==> config.mk <==
export PLATFORM = sky130hd
export DESIGN_NAME = loader_router
export DESIGN_NICKNAME = d
export VERILOG_FILES = /design/src/rtl/loader_pkg.sv /design/src/rtl/loader_strobe_bank.sv /design/src/rtl/loader_router.sv
export SDC_FILE = /design/constraint.sdc
export NUM_CORES = 1
export LEC_CHECK = 0
export ABC_CLOCK_PERIOD_IN_PS = 1600
export BUFFER_PORTS_ARGS = -buffer_cell sky130_fd_sc_hd__buf_4
export CORE_MARGIN = 2
export CORE_UTILIZATION = 35
export CTS_CLUSTER_SIZE = 30
export DETAILED_ROUTE_END_ITERATION = 10
export RECOVER_POWER = 25
export SLEW_MARGIN = 20
export SYNTH_ARGS = -nofsm -noshare
export SYNTH_HDL_FRONTEND = slang
export SYNTH_SLANG_ARGS = --single-unit
==> constraint.sdc <==
create_clock -name CLK -period 1.6 [get_ports CLK]
set_input_delay 0.24 -clock CLK [delete_from_list [all_inputs] [get_ports CLK]]
set_output_delay 0.24 -clock CLK [all_outputs]
set_load 0.005 [all_outputs]
==> src/rtl/loader_pkg.sv <==
// Shared definitions for the loader router.
//   state_e   : router FSM states (idle, bank strobe, downstream forward, error)
//   ERR_CNT_W : width of the saturating illegal-request counter
package loader_pkg;

  typedef enum logic [1:0] {
    ST_IDLE   = 2'd0,
    ST_STROBE = 2'd1,
    ST_FWD    = 2'd2,
    ST_ERR    = 2'd3
  } state_e;

  localparam int ERR_CNT_W = 8;

endpackage : loader_pkg

==> src/rtl/loader_strobe_bank.sv <==
// One local strobe bank: emits a registered one-hot, one-cycle pulse on
// strobe_o[idx_i] for the cycle following an edge where en_i is high.
// Ports:
//   CLK      - rising-edge clock
//   RESET    - synchronous active-high reset, clears the pulse register
//   en_i     - fire this bank at the current edge
//   idx_i    - bit position to pulse (caller guarantees idx_i < STROBE_WIDTH)
//   strobe_o - registered strobe slice for this bank
module loader_strobe_bank
  import loader_pkg::*;
#(
  parameter int STROBE_WIDTH = 64,
  parameter int IDX_W        = 7
) (
  input  logic                    CLK,
  input  logic                    RESET,
  input  logic                    en_i,
  input  logic [IDX_W-1:0]        idx_i,
  output logic [STROBE_WIDTH-1:0] strobe_o
);

  logic [STROBE_WIDTH-1:0] strobe_q;
  logic [STROBE_WIDTH-1:0] strobe_d;

  // Decoder over the full index width so an out-of-range index can never
  // alias onto a valid bit.
  always_comb begin
    strobe_d = '0;
    for (int i = 0; i < STROBE_WIDTH; i++) begin
      if (en_i && (32'(idx_i) == 32'(i))) begin
        strobe_d[i] = 1'b1;
      end
    end
  end

  always_ff @(posedge CLK) begin
    if (RESET) begin
      strobe_q <= '0;
    end else begin
      strobe_q <= strobe_d;
    end
  end

  assign strobe_o = strobe_q;

endmodule : loader_strobe_bank

==> src/rtl/loader_router.sv <==
// Loader router: decodes a request address into either a held one-hot
// downstream select (forward), a single-cycle strobe bit in one of the local
// banks, or an error pulse with a saturating error counter.
// Ports:
//   CLK             - rising-edge clock
//   RESET           - synchronous active-high reset (wins over a request)
//   SELECT_LEVEL    - request valid, accepted only while READY=1
//   ADDRESS         - {route code (SEL_W), index (LOW_W)}
//   READY           - high only in IDLE
//   STROBE          - NB_BANKS x STROBE_WIDTH strobe bits, bank b at b*STROBE_WIDTH
//   SELECT_LEVEL_D  - one-hot downstream select, held HOLD_CYCLES cycles
//   ADDRESS_LEVEL_D - index forwarded downstream, holds last forwarded value
//   ADDR_ERR        - one-cycle pulse on an illegal request
//   ERR_COUNT       - saturating count of illegal requests
module loader_router
  import loader_pkg::*;
#(
  parameter int ADDRESS_SIZE = 10,
  parameter int NB_SLAVES    = 4,
  parameter int NB_BANKS     = 3,
  parameter int STROBE_WIDTH = 64,
  parameter int HOLD_CYCLES  = 2
) (
  input  logic                                   CLK,
  input  logic                                   RESET,
  input  logic                                   SELECT_LEVEL,
  input  logic [ADDRESS_SIZE-1:0]                ADDRESS,
  output logic                                   READY,
  output logic [NB_BANKS*STROBE_WIDTH-1:0]       STROBE,
  output logic [NB_SLAVES-1:0]                   SELECT_LEVEL_D,
  output logic [ADDRESS_SIZE-$clog2(NB_SLAVES+NB_BANKS)-1:0] ADDRESS_LEVEL_D,
  output logic                                   ADDR_ERR,
  output logic [ERR_CNT_W-1:0]                   ERR_COUNT
);

  localparam int SEL_W  = $clog2(NB_SLAVES + NB_BANKS);
  localparam int LOW_W  = ADDRESS_SIZE - SEL_W;
  localparam int HOLD_W = $clog2(HOLD_CYCLES + 1);

  state_e                 state_q, state_d;
  logic [NB_SLAVES-1:0]   sel_q, sel_d;
  logic [LOW_W-1:0]       addr_q, addr_d;
  logic [HOLD_W-1:0]      hold_q, hold_d;
  logic                   err_q, err_d;
  logic [ERR_CNT_W-1:0]   cnt_q, cnt_d;
  logic                   bank_go;

  logic [SEL_W-1:0]       code;
  logic [LOW_W-1:0]       index;
  logic                   accept;
  logic                   is_fwd;
  logic                   is_bank;

  assign code   = ADDRESS[ADDRESS_SIZE-1 -: SEL_W];
  assign index  = ADDRESS[LOW_W-1:0];
  assign READY  = (state_q == ST_IDLE);
  assign accept = SELECT_LEVEL && READY;

  assign is_fwd  = (32'(code) < 32'(NB_SLAVES));
  assign is_bank = !is_fwd
                && (32'(code) < 32'(NB_SLAVES + NB_BANKS))
                && (32'(index) < 32'(STROBE_WIDTH));

  always_comb begin
    state_d = state_q;
    sel_d   = '0;
    addr_d  = addr_q;
    hold_d  = hold_q;
    err_d   = 1'b0;
    cnt_d   = cnt_q;
    bank_go = 1'b0;

    unique case (state_q)
      ST_IDLE: begin
        if (accept) begin
          if (is_fwd) begin
            state_d = ST_FWD;
            sel_d   = NB_SLAVES'(1) << code;
            addr_d  = index;
            hold_d  = HOLD_W'(HOLD_CYCLES);
          end else if (is_bank) begin
            state_d = ST_STROBE;
            bank_go = 1'b1;
          end else begin
            state_d = ST_ERR;
            err_d   = 1'b1;
            if (cnt_q != '1) begin
              cnt_d = cnt_q + ERR_CNT_W'(1);
            end
          end
        end
      end

      // hold_q counts the remaining visible select cycles including this one.
      ST_FWD: begin
        if (hold_q <= HOLD_W'(1)) begin
          state_d = ST_IDLE;
          hold_d  = '0;
        end else begin
          hold_d  = hold_q - HOLD_W'(1);
          sel_d   = sel_q;
        end
      end

      ST_STROBE: state_d = ST_IDLE;
      ST_ERR:    state_d = ST_IDLE;
      default:   state_d = ST_IDLE;
    endcase
  end

  always_ff @(posedge CLK) begin
    if (RESET) begin
      state_q <= ST_IDLE;
      sel_q   <= '0;
      addr_q  <= '0;
      hold_q  <= '0;
      err_q   <= 1'b0;
      cnt_q   <= '0;
    end else begin
      state_q <= state_d;
      sel_q   <= sel_d;
      addr_q  <= addr_d;
      hold_q  <= hold_d;
      err_q   <= err_d;
      cnt_q   <= cnt_d;
    end
  end

  for (genvar b = 0; b < NB_BANKS; b++) begin : g_bank
    logic bank_en;
    assign bank_en = bank_go && (32'(code) == 32'(NB_SLAVES + b));

    loader_strobe_bank #(
      .STROBE_WIDTH (STROBE_WIDTH),
      .IDX_W        (LOW_W)
    ) u_bank (
      .CLK      (CLK),
      .RESET    (RESET),
      .en_i     (bank_en),
      .idx_i    (index),
      .strobe_o (STROBE[b*STROBE_WIDTH +: STROBE_WIDTH])
    );
  end

  assign SELECT_LEVEL_D  = sel_q;
  assign ADDRESS_LEVEL_D = addr_q;
  assign ADDR_ERR        = err_q;
  assign ERR_COUNT       = cnt_q;

endmodule : loader_router

# Yosys cells after proc, flatten, opt, wreduce, memory -nomap -nowiden
# Index checks and enable logic that the tools add are counted.
op_classes:
  n_addsub: 2
  multipliers: 0
  div_mod_pow: 0
  n_lt_le_gt_ge: 4
  eq_ne: 73
  n_shift: 1
  muxes: 210
  bitwise_logic: 4
  n_reduce_logical: 208
op_table:
  columns: ["cell", "n"]
  rows:
  - ["7-bit by 6-bit equality test with 1-bit output, second input constant", 32]
  - ["1-bit logical AND", 198]
  - ["1-bit two-way mux", 197]
  - ["7-bit by 5-bit equality test with 1-bit output, second input constant", 16]
  - ["7-bit by 4-bit equality test with 1-bit output, second input constant", 8]
  - ["7-bit by 3-bit equality test with 1-bit output, second input constant", 4]
  - ["7-bit by 2-bit equality test with 1-bit output, second input constant", 2]
  - ["2-bit two-way mux", 7]
  - ["4-bit two-way mux", 3]
  - ["3-bit equality test, second input constant", 3]
  - ["8-bit by 1-bit adder with 8-bit output, second input constant", 1]
  - ["8-bit != test, second input constant", 1]
  - ["4-bit case mux with 2 select lines", 1]
  - ["7-bit by 1-bit equality test with 1-bit output, second input constant", 1]
  - ["7-bit logical NOT", 1]
  - ["7-bit < comparator, second input constant", 1]
  - ["3-bit < comparator, second input constant", 2]
  - ["2-bit case mux with 3 select lines", 1]
  - ["3-bit AND reduction", 2]
  - ["5-bit AND reduction", 1]
  - ["2-bit equality test, second input constant", 2]
  - ["2-bit by 1-bit != test with 1-bit output, second input constant", 2]
  - ["1-bit inverter", 4]
  - ["2-bit case mux with 2 select lines", 1]
  - ["other kinds (11)", 11]
totals:
  ff_bits: 216
  latchBits: 0
  ramBits: 0
  rom_bits: 0
  in_bits: 13
  elab_cells: 511
  memories: 0

# Depth between registers and ports, before layout
# Gate-level depths: netlist of the first run.
depth:
  ltp_word: 11
  depth_mapped: 6
  depth_no_buf: 5

# Modules after synthesis
# A second synthesis of the first run with hierarchy kept.
unflattened:
  cells_unflattened: 600
  hier_area_um2: 6571.3
modules_own_cells:
  columns: ["mod", "n_inst", "cells_each", "area_per_inst_um2"]
  rows:
  - ["loader_strobe_bank", 3, 161, 1836.8]
  - ["loader_router", 1, 117, 1061.0]

# Least setup slack after synthesis of the first run
# Ideal clock, no wire load.
synth_path:
  kind: "reg2reg"
  startpoint: "register cnt_q[0], in the netlist ERR_COUNT[0]"
  endpoint: "register cnt_q[5], in the netlist ERR_COUNT[5]"
  setup_time_ns: 0.071
  arrival_time_ns: 1.441
  setup_slack_ns: 0.088
  path_stages_with_launch: 7
  period_less_slack_ns: 1.512
  path_cell_list: "dfxtp_1 -> ha_1 -> nand3_1 -> nor2_1 -> clkbuf_1 -> or4_1 -> a21oi_1"
synth_between:
  elab_chain_cells: 2
  elab_cells_between_ends: 3
synth_rtl:
  columns: ["element", "line_no", "rtl"]
  rows:
  - ["from (decl)", "loader_router.sv:45", "logic [ERR_CNT_W-1:0] cnt_q, cnt_d;"]
  - ["from (signal assigned)", "loader_router.sv:125", "cnt_q <= cnt_d;"]
  - ["branches (longest 2 deep; another with 8-bit by 1-bit adder with 8-bit output)", null, null]
# Several ways; the timed one is not identified.
# A chain may end at the register's enable or synchronous reset.

# Final worst setup path of the first run
layout_path:
  startpoint: "register state_q[1]"
  endpoint: "register cnt_q[7], in the netlist ERR_COUNT[7]"
layout_between:
  elab_chain_cells: 3
layout_rtl:
  columns: ["element", "line_no", "rtl"]
  rows:
  - ["from (decl)", "loader_router.sv:40", "state_e state_q, state_d;"]
  - ["from (signal assigned)", "loader_router.sv:120", "state_q <= state_d;"]
  - ["2-bit logical NOT (*)", "loader_router.sv:56, loader_router.sv:73", null]
  - ["1-bit logical AND", "loader_router.sv:57", "assign accept = SELECT_LEVEL && READY;"]
  - ["5-bit AND reduction (no line) (*)", null, null]
# Every way passes the cells marked *; elsewhere a longest branch is shown, timed or not.

==> results of run 1 <==
-- area by class of cell --
| class | count | area share, % |
|---|---|---|
| tap | 225 | 3.09 |
| clock inverter | 10 | 1.98 |
| multi-input combinational | 375 | 18.6 |
| sequential | 216 | 47.5 |
| clock buffer | 30 | 7.04 |
| inverter | 1 | 0.0412 |
| timing repair buffer | 269 | 21.8 |
-- state kept, by name, summed over array words and instances, names as in the netlist --
register                count
g_bank.u_bank.strobe_o    192
hold_q                      2
SELECT_LEVEL_D              4
ERR_COUNT                   8
state_q                     2
ADDRESS_LEVEL_D             7
ADDR_ERR                    1
-- per-stage QoR --
step / power (W) / cells
after floorplan: 0.00565 / 622
after global placement: 0.00582 / 1085
after detailed placement: 0.00583 / 1085
after CTS: 0.0115 / 1125
after global routing: 0.0117 / 1126
final: 0.0114 / 1126
-- cell usage in the layout (no fill, tap or decap), types with 3 or more instances in the layout --
| cell | instances |
|---|---|
| sky130_fd_sc_hd__nand3_1 | 4 |
| sky130_fd_sc_hd__nor2_1 | 211 |
| sky130_fd_sc_hd__bufinv_16 | 5 |
| sky130_fd_sc_hd__clkbuf_1 | 26 |
| sky130_fd_sc_hd__clkbuf_4 | 80 |
| sky130_fd_sc_hd__dfxtp_1 | 214 |
| sky130_fd_sc_hd__nor3_1 | 6 |
| sky130_fd_sc_hd__clkbuf_8 | 4 |
| sky130_fd_sc_hd__o21ai_0 | 3 |
| sky130_fd_sc_hd__nor2b_1 | 5 |
| sky130_fd_sc_hd__o31ai_1 | 4 |
| sky130_fd_sc_hd__nand2_2 | 3 |
| sky130_fd_sc_hd__or4_1 | 4 |
| sky130_fd_sc_hd__nand2_1 | 87 |
| sky130_fd_sc_hd__a22oi_1 | 3 |
| sky130_fd_sc_hd__a21oi_1 | 17 |
| sky130_fd_sc_hd__clkinv_2 | 3 |
| sky130_fd_sc_hd__buf_4 | 162 |
| sky130_fd_sc_hd__buf_12 | 4 |
| sky130_fd_sc_hd__clkbuf_16 | 23 |
| sky130_fd_sc_hd__nand2b_1 | 5 |
-- tightest hold or removal path, stage by stage --
cell	delay, ns
sky130_fd_sc_hd__buf_4	0.13
sky130_fd_sc_hd__nand3_1	0.06
sky130_fd_sc_hd__a21oi_1	0.06
-- cells by family after synthesis --
| kind of cell | Yosys count |
|---|---|
| buf+inv | 31 |
| flops | 216 |
| compound gates | 32 |
| simple gates | 341 |
| mux | 1 |
| fa+ha+maj | 1 |
-- worst min path at each step --
stage | slack, ns | endpoint
4_1_cts | 0.02 | SELECT_LEVEL_D[3]$_SDFFE_PP0P_
6_report | 0.03 | SELECT_LEVEL_D[3]$_SDFFE_PP0P_
5_1_grt | 0.03 | SELECT_LEVEL_D[3]$_SDFFE_PP0P_
2_1_floorplan | 0.38 | ADDRESS_LEVEL_D[0]$_SDFFE_PP0P_
3_3_place_gp | 0.44 | ADDRESS_LEVEL_D[3]$_SDFFE_PP0P_
3_5_place_dp | 0.45 | SELECT_LEVEL_D[3]$_SDFFE_PP0P_
-- layer usage --
layer | GRT usage, % | up-vias
met1 | 24.2 | 2317
met4 | 4.46 | 0
met2 | 30.3 | 178
met3 | 4.77 | 26
met5 | 0 | -
li1 | - | 2484
-- cells in the mapped netlist (all sizes together), types with 2 or more instances --
cell,instances,share of area [%]
a21oi,18,1.5
a22oi,3,0.37
and2,3,0.31
buf,4,0.33
clkbuf,26,1.6
dfxtp,216,71
nand2,90,5.5
nand2b,5,0.51
nand3,4,0.33
nor2,211,13
nor2b,5,0.51
nor3,6,0.49
nor4,2,0.31
nor4b,2,0.78
o21ai,3,0.25
o31ai,4,0.49
o41ai,2,0.29
or3,2,0.21
or4,5,0.62
-- power by group through the flow --
stage               Sequential [W]  Clock [W]  Combinational [W]
floorplan                  0.00553          0           0.000123
detailed placement         0.00553          0           0.000299
finish                     0.00541    0.00567           0.000301
global placement           0.00553          0           0.000299
CTS                        0.00541    0.00579           0.000300
global route               0.00541    0.00600           0.000330
-- repair_timing --
| item | 4_1_cts | 5_1_grt |
|---|---|---|
| buffers inserted | 0 | 1 |
| endpoints found under the setup margin | 0 | 17 |
| gates resized for setup | 0 | 8 |
==> impl_metrics.py, run 1 <==
metrics = {
    "outcome": {
        "run_status": "finished clean",
    },
    "logic_synthesis": {
        "synth_compound_area_share_pct": 3.12,
        "synth_top_family_by_area": "simple AND/OR/NAND/NOR gates",
        "syn_area_sq_um": 6090,
        "synth-xor-area-share_pct": 0,
        "share_of_flip_flops_with_an_asynchronous_set_or_reset_after_synthesis_pct": 0,
        "synth_mux_area_share_pct": 0.164,
        "synthesis.nets": 636,
        "synth-seq-area-share_pct": 71.0,
        "synth_seq_cells": 216,
        "post_synth_fa_ha_maj_area_fraction_pct": 0.206,
        "post_synth.cell_area_avg_sq_um": 9.79,
        "synth_edf_count": 0,
        "synth_warnings": 0,
        "fraction_of_the_mapped_netlist_area_in_simple_logic_gates_pct": 23.5,
        "post_synth_num_cell_types": 32,
        "yosys_most_used_dff": "sky130_fd_sc_hd__dfxtp_1",
        "postSynthCellCount": 622,
    },
    "cells_and_area": {
        "finish.utilization_pct": 53.1,
        "seqCellArea_sq_um": 4330,
        "drive_gt1_share_pct": 33.0,
        "post-route-cell-area_sq_um": 9110,
        "multi_input_comb_area_sq_um": 1700,
        "diodes": 0,
        "nFillCells": 1623,
        "synthesis_to_finish_area_growth_pct": 49.7,
        "nets": 899,
    },
    "sta": {
        "hold_vio_cnt_final": 0,
        "hold-worst-slack_ns": 0.0323,
        "totalNegativeSetupSlack_ns": 0,
        "max_freq_ghz": 0.652,
        "rsz0062_at_grt": "no",
        "fin_crit_ns": 1.53,
        "setup-violations-final": 0,
        "slew_headroom_pct": 70.3,
        "final_min_period_over_clock_period_pct": 95.9,
        "tightest_slew_ns": 0.443,
        "skew_ns": 0.00940,
        "final-max-slew-violation-count": 0,
        "finalWorstSetupSlack_ns": 0.0656,
    },
    "route": {
        "wl_per_cell_um": 15.8,
        "vias": 5005,
        "wl_met2_mm": 8.19,
        "wl_met3_mm": 1.43,
        "wl_met1_mm": 7.82,
        "drt-initial-drc-count": 186,
        "topRoutingLayerUsed": "met4",
        "avgViaCountPerCell": 4.44,
        "drt_drc_violations_left": 0,
        "dr_pass1_iterations": 4,
        "postRouteAntennaNets": 0,
        "totalWireLength_mm": 17.7,
    },
    "setup_path": {
        "criticalPathCategory": "register to register",
        "start_kind": "register",
        "timing.critical_path.slowest_cell_delay_ns": 0.51,
        "category_of_cells_accounting_for_the_largest_share_of_critical_path_delay": "simple AND/OR/NAND/NOR gates",
        "crit_path_end": "ERR_COUNT[7]$_SDFFE_PP0P_",
        "timing.critical_path.required_ns": 2.03,
        "r2r_end": "ERR_COUNT[7]$_SDFFE_PP0P_",
        "worst_r2r_startpoint": "state_q[1]$_SDFFE_PP0P_",
        "critPathBufInv": 0,
        "reg2reg_depth": 4,
        "cells_along_the_critical_path": "nand4bb_1, a21o_4, or4_1, a21oi_1",
        "crit_path_max_fanout": 10,
        "critical_path_depth": 4,
        "cp_max_stage_cell": "sky130_fd_sc_hd__or4_1",
        "ff2ff_setup_slack_ns": 0.07,
        "crit_path_start": "state_q[1]$_SDFFE_PP0P_",
        "cp.arrival_ns": 1.96,
        "critical_path.endpoint_type": "register",
    },
    "clocking": {
        "htreeDepth": 1,
        "number_of_buffers_added_by_the_clock_tree_synthesis_step": 22,
        "path_clk_slew_ns": 0.06,
        "worst_skew_pair_latency_ns": 0.50,
        "clock-sinks": 216,
        "clockBufferDepth": 3,
        "hold_buffers": 0,
        "cts_root_buf": "sky130_fd_sc_hd__clkbuf_16",
        "cts_tree": "done",
    },
    "die": {
        "die_height_um": 136,
        "num_io_pins": 226,
        "full_die_area_sq_um": 18500,
        "row_count": 48,
        "placeableCoreArea_sq_um": 17200,
        "floorplan.initialDensity_pct": 35.4,
        "dieWidth_um": 136,
    },
    "power_and_ir_drop": {
        "power_density_nw_per_um2": 1250,
        "combinationalPowerShare_pct": 2.6,
        "leakage_nw": 3.73,
        "clockPowerShare_pct": 49.8,
        "seq_power_share_pct": 47.5,
        "intPower_w": 0.00914,
        "highest_ir_drop_seen_on_vdd_v": 0.000711,
        "netSwitchingPower_w": 0.00224,
        "switching_share_pct": 19.7,
    },
    "worst_hold_path": {
        "min_path_type": "input port to register",
        "timing.hold.worst.start": "ADDRESS[7]",
        "timing.hold.worst_path_depth": 3,
    },
    "grt": {
        "global_route.usage.total_pct": 18.4,
        "grt_pass1_vias": 4593,
        "grt_antenna_before_repair": 0,
        "grt_start_max_net_pins": 65,
        "globalRoute.totalOverflow": 0,
        "wire_length_of_the_first_global_routing_pass_mm": 26.2,
    },
    "place": {
        "placed_cell_area_sq_um": 8350,
        "port_buffers": 225,
        "place_hpwl_mm": 12.6,
        "pre_cts_slack_ns": 0.0342,
        "place.gp.congestion": 0.855,
    },
    "run": {
        "max_cap_violations": 0,
    },
}
Power figures use the tool's default switching activity.
==> run 2: changes to the inputs <==
--- a/config.mk
+++ b/config.mk
@@ -8,11 +8,12 @@
 export ABC_CLOCK_PERIOD_IN_PS = 1600
 export BUFFER_PORTS_ARGS = -buffer_cell sky130_fd_sc_hd__buf_4
 export CORE_MARGIN = 2
-export CORE_UTILIZATION = 35
+export CORE_UTILIZATION = 43
 export CTS_CLUSTER_SIZE = 30
 export DETAILED_ROUTE_END_ITERATION = 10
+export GPL_TIMING_DRIVEN = 0
+export PLACE_DENSITY = 0.74
 export RECOVER_POWER = 25
-export SLEW_MARGIN = 20
 export SYNTH_ARGS = -nofsm -noshare
 export SYNTH_HDL_FRONTEND = slang
 export SYNTH_SLANG_ARGS = --single-unit
==> impl_metrics.py, run 2 (synthesis results as in run 1) <==
metrics = {
    "outcome": {
        "run_status": "finished clean",
    },
    "die": {
        "dieWidth_um": 123,
        "row_count": 43,
        "num_io_pins": 226,
        "floorplan.initialDensity_pct": 43.9,
        "placeableCoreArea_sq_um": 13900,
        "full_die_area_sq_um": 15100,
        "die_height_um": 123,
    },
    "clocking": {
        "clockBufferDepth": 3,
        "number_of_buffers_added_by_the_clock_tree_synthesis_step": 21,
        "worst_skew_pair_latency_ns": 0.49,
        "path_clk_slew_ns": 0.07,
        "htreeDepth": 1,
        "clock-sinks": 216,
        "cts_root_buf": "sky130_fd_sc_hd__clkbuf_16",
        "cts_tree": "done",
    },
    "route": {
        "vias": 5080,
        "wl_per_cell_um": 16.7,
        "postRouteAntennaNets": 0,
        "avgViaCountPerCell": 4.77,
        "drt-initial-drc-count": 351,
        "drt_drc_violations_left": 0,
        "totalWireLength_mm": 17.8,
        "dr_pass1_iterations": 5,
    },
    "power_and_ir_drop": {
        "netSwitchingPower_w": 0.00219,
        "leakage_nw": 3.70,
        "combinationalPowerShare_pct": 2.6,
        "power_density_nw_per_um2": 1190,
        "seq_power_share_pct": 51.5,
        "switching_share_pct": 20.9,
        "intPower_w": 0.00831,
        "clockPowerShare_pct": 45.9,
        "highest_ir_drop_seen_on_vdd_v": 0.000971,
    },
    "place": {
        "port_buffers": 224,
        "pre_cts_slack_ns": -0.360,
        "place_hpwl_mm": 12.7,
        "place.gp.congestion": 0.831,
        "dp.cells": 1026,
        "placed_cell_area_sq_um": 8000,
    },
    "grt": {
        "globalRoute.totalOverflow": 0,
        "wire_length_of_the_first_global_routing_pass_mm": 25.6,
        "grt_pass1_vias": 4683,
        "grt_antenna_before_repair": 0,
        "grt_start_max_net_pins": 16,
        "global_route.usage.total_pct": 22.3,
    },
    "cells_and_area": {
        "finish.cell_count_without_fillers": 1065,
        "most_common_cell_after_layout_fill_and_taps_aside": "sky130_fd_sc_hd__buf_4",
        "finish.utilization_pct": 63.4,
        "flip_flop_count_of_the_largest_register_all_copies_and_words_added": 192,
        "most-common-layout-cells": "sky130_fd_sc_hd__buf_4, sky130_fd_sc_hd__dfxtp_1, sky130_fd_sc_hd__nor2_1",
        "post-route-cell-area_sq_um": 8810,
        "synthesis_to_finish_area_growth_pct": 44.7,
        "nets": 884,
        "diodes": 0,
        "drive_gt1_share_pct": 33.8,
    },
    "sta": {
        "max_freq_ghz": 0.644,
        "finalWorstSetupSlack_ns": 0.0473,
        "hold_vio_cnt_final": 0,
        "tightest_slew_ns": 0.953,
        "final_min_period_over_clock_period_pct": 97.0,
        "skew_ns": 0.00873,
        "fin_crit_ns": 1.55,
        "setup-violations-final": 0,
        "slew_headroom_pct": 36.0,
        "final-max-slew-violation-count": 0,
        "totalNegativeSetupSlack_ns": 0,
    },
    "run": {
        "max_cap_violations": 0,
    },
    "setup_path": {
        "start_kind": "register",
        "worst_r2r_startpoint": "state_q[0]$_SDFFE_PP0P_",
        "criticalPathCategory": "register to register",
        "r2r_end": "ERR_COUNT[3]$_SDFFE_PP0P_",
        "crit_path_start": "state_q[0]$_SDFFE_PP0P_",
        "critical_path.endpoint_type": "register",
        "crit_path_max_fanout": 7,
        "ff2ff_setup_slack_ns": 0.05,
        "cp.arrival_ns": 1.96,
        "timing.critical_path.required_ns": 2.01,
        "reg2reg_depth": 4,
    },
    "worst_hold_path": {
        "min_path_type": "input port to register",
        "timing.hold.worst_path_depth": 3,
        "worst_hold_path.endpoint": "ADDRESS_LEVEL_D[2]$_SDFFE_PP0P_",
        "timing.hold.worst.start": "ADDRESS[2]",
    },
}
## run 2: how the worst max path moves through the flow
stage	endpoint	slack, ns
6_report	ERR_COUNT[3]$_SDFFE_PP0P_	0.05
5_1_grt	g_bank[1].u_bank.strobe_o[56]$_SDFF_PP0_	-0.02
4_1_cts	ERR_COUNT[7]$_SDFFE_PP0P_	0.01
3_5_place_dp	g_bank[0].u_bank.strobe_o[9]$_SDFF_PP0_	-0.36
3_3_place_gp	g_bank[1].u_bank.strobe_o[56]$_SDFF_PP0_	-0.39
2_1_floorplan	ERR_COUNT[5]$_SDFFE_PP0P_	0.09
## run 2: layout make-up
class,count,area [sq um]
Timing Repair Buffer,225,1690
Multi-Input combinational cell,375,1720
Inverter,1,3.75
Sequential cell,216,4330
Fill cell,1150,5070
Clock buffer,28,602
Clock inverter,10,83.8
Buffer,30,150
Tap cell,180,225
## run 2: worst max-delay path, stage by stage (launching register included)
cell and delay (ns):
sky130_fd_sc_hd__dfxtp_1 0.36, sky130_fd_sc_hd__nand4bb_4 0.24, sky130_fd_sc_hd__a21o_4 0.23, sky130_fd_sc_hd__or4_1 0.51, sky130_fd_sc_hd__a21oi_1 0.15
## run 2: per-stage QoR
stage	hold slack [ns]	power, W
6_report	0.0419	0.0105
5_1_grt	0.0506	0.0108
2_1_floorplan	0.376	0.00565
4_1_cts	0.0266	0.0105
3_5_place_dp	0.448	0.00578
3_3_place_gp	0.443	0.00578
## run 2: per-layer routing
metal | vias to the layer above | GRT usage (%) | share of wire (%)
met1 | 2369 | 28.0 | 41
met5 | - | 0 | 0
met2 | 226 | 37.4 | 47
met3 | 30 | 6.32 | 9.7
met4 | 0 | 6.53 | 2.5
li1 | 2455 | - | -
## run 2: timing repair
action	in CTS	in global routing
pin swaps	0	1
resized for setup	31	15
setup endpoints to repair	191	77
hold buffers	0	0
setup buffers	1	0
## run 2: power groups by stage
stage,logic [W],registers [W],clock network [W]
2_1_floorplan,0.000123,0.00553,0
3_3_place_gp,0.000248,0.00553,0
3_5_place_dp,0.000248,0.00553,0
4_1_cts,0.000260,0.00541,0.00487
5_1_grt,0.000295,0.00541,0.00510
6_report,0.000269,0.00541,0.00482
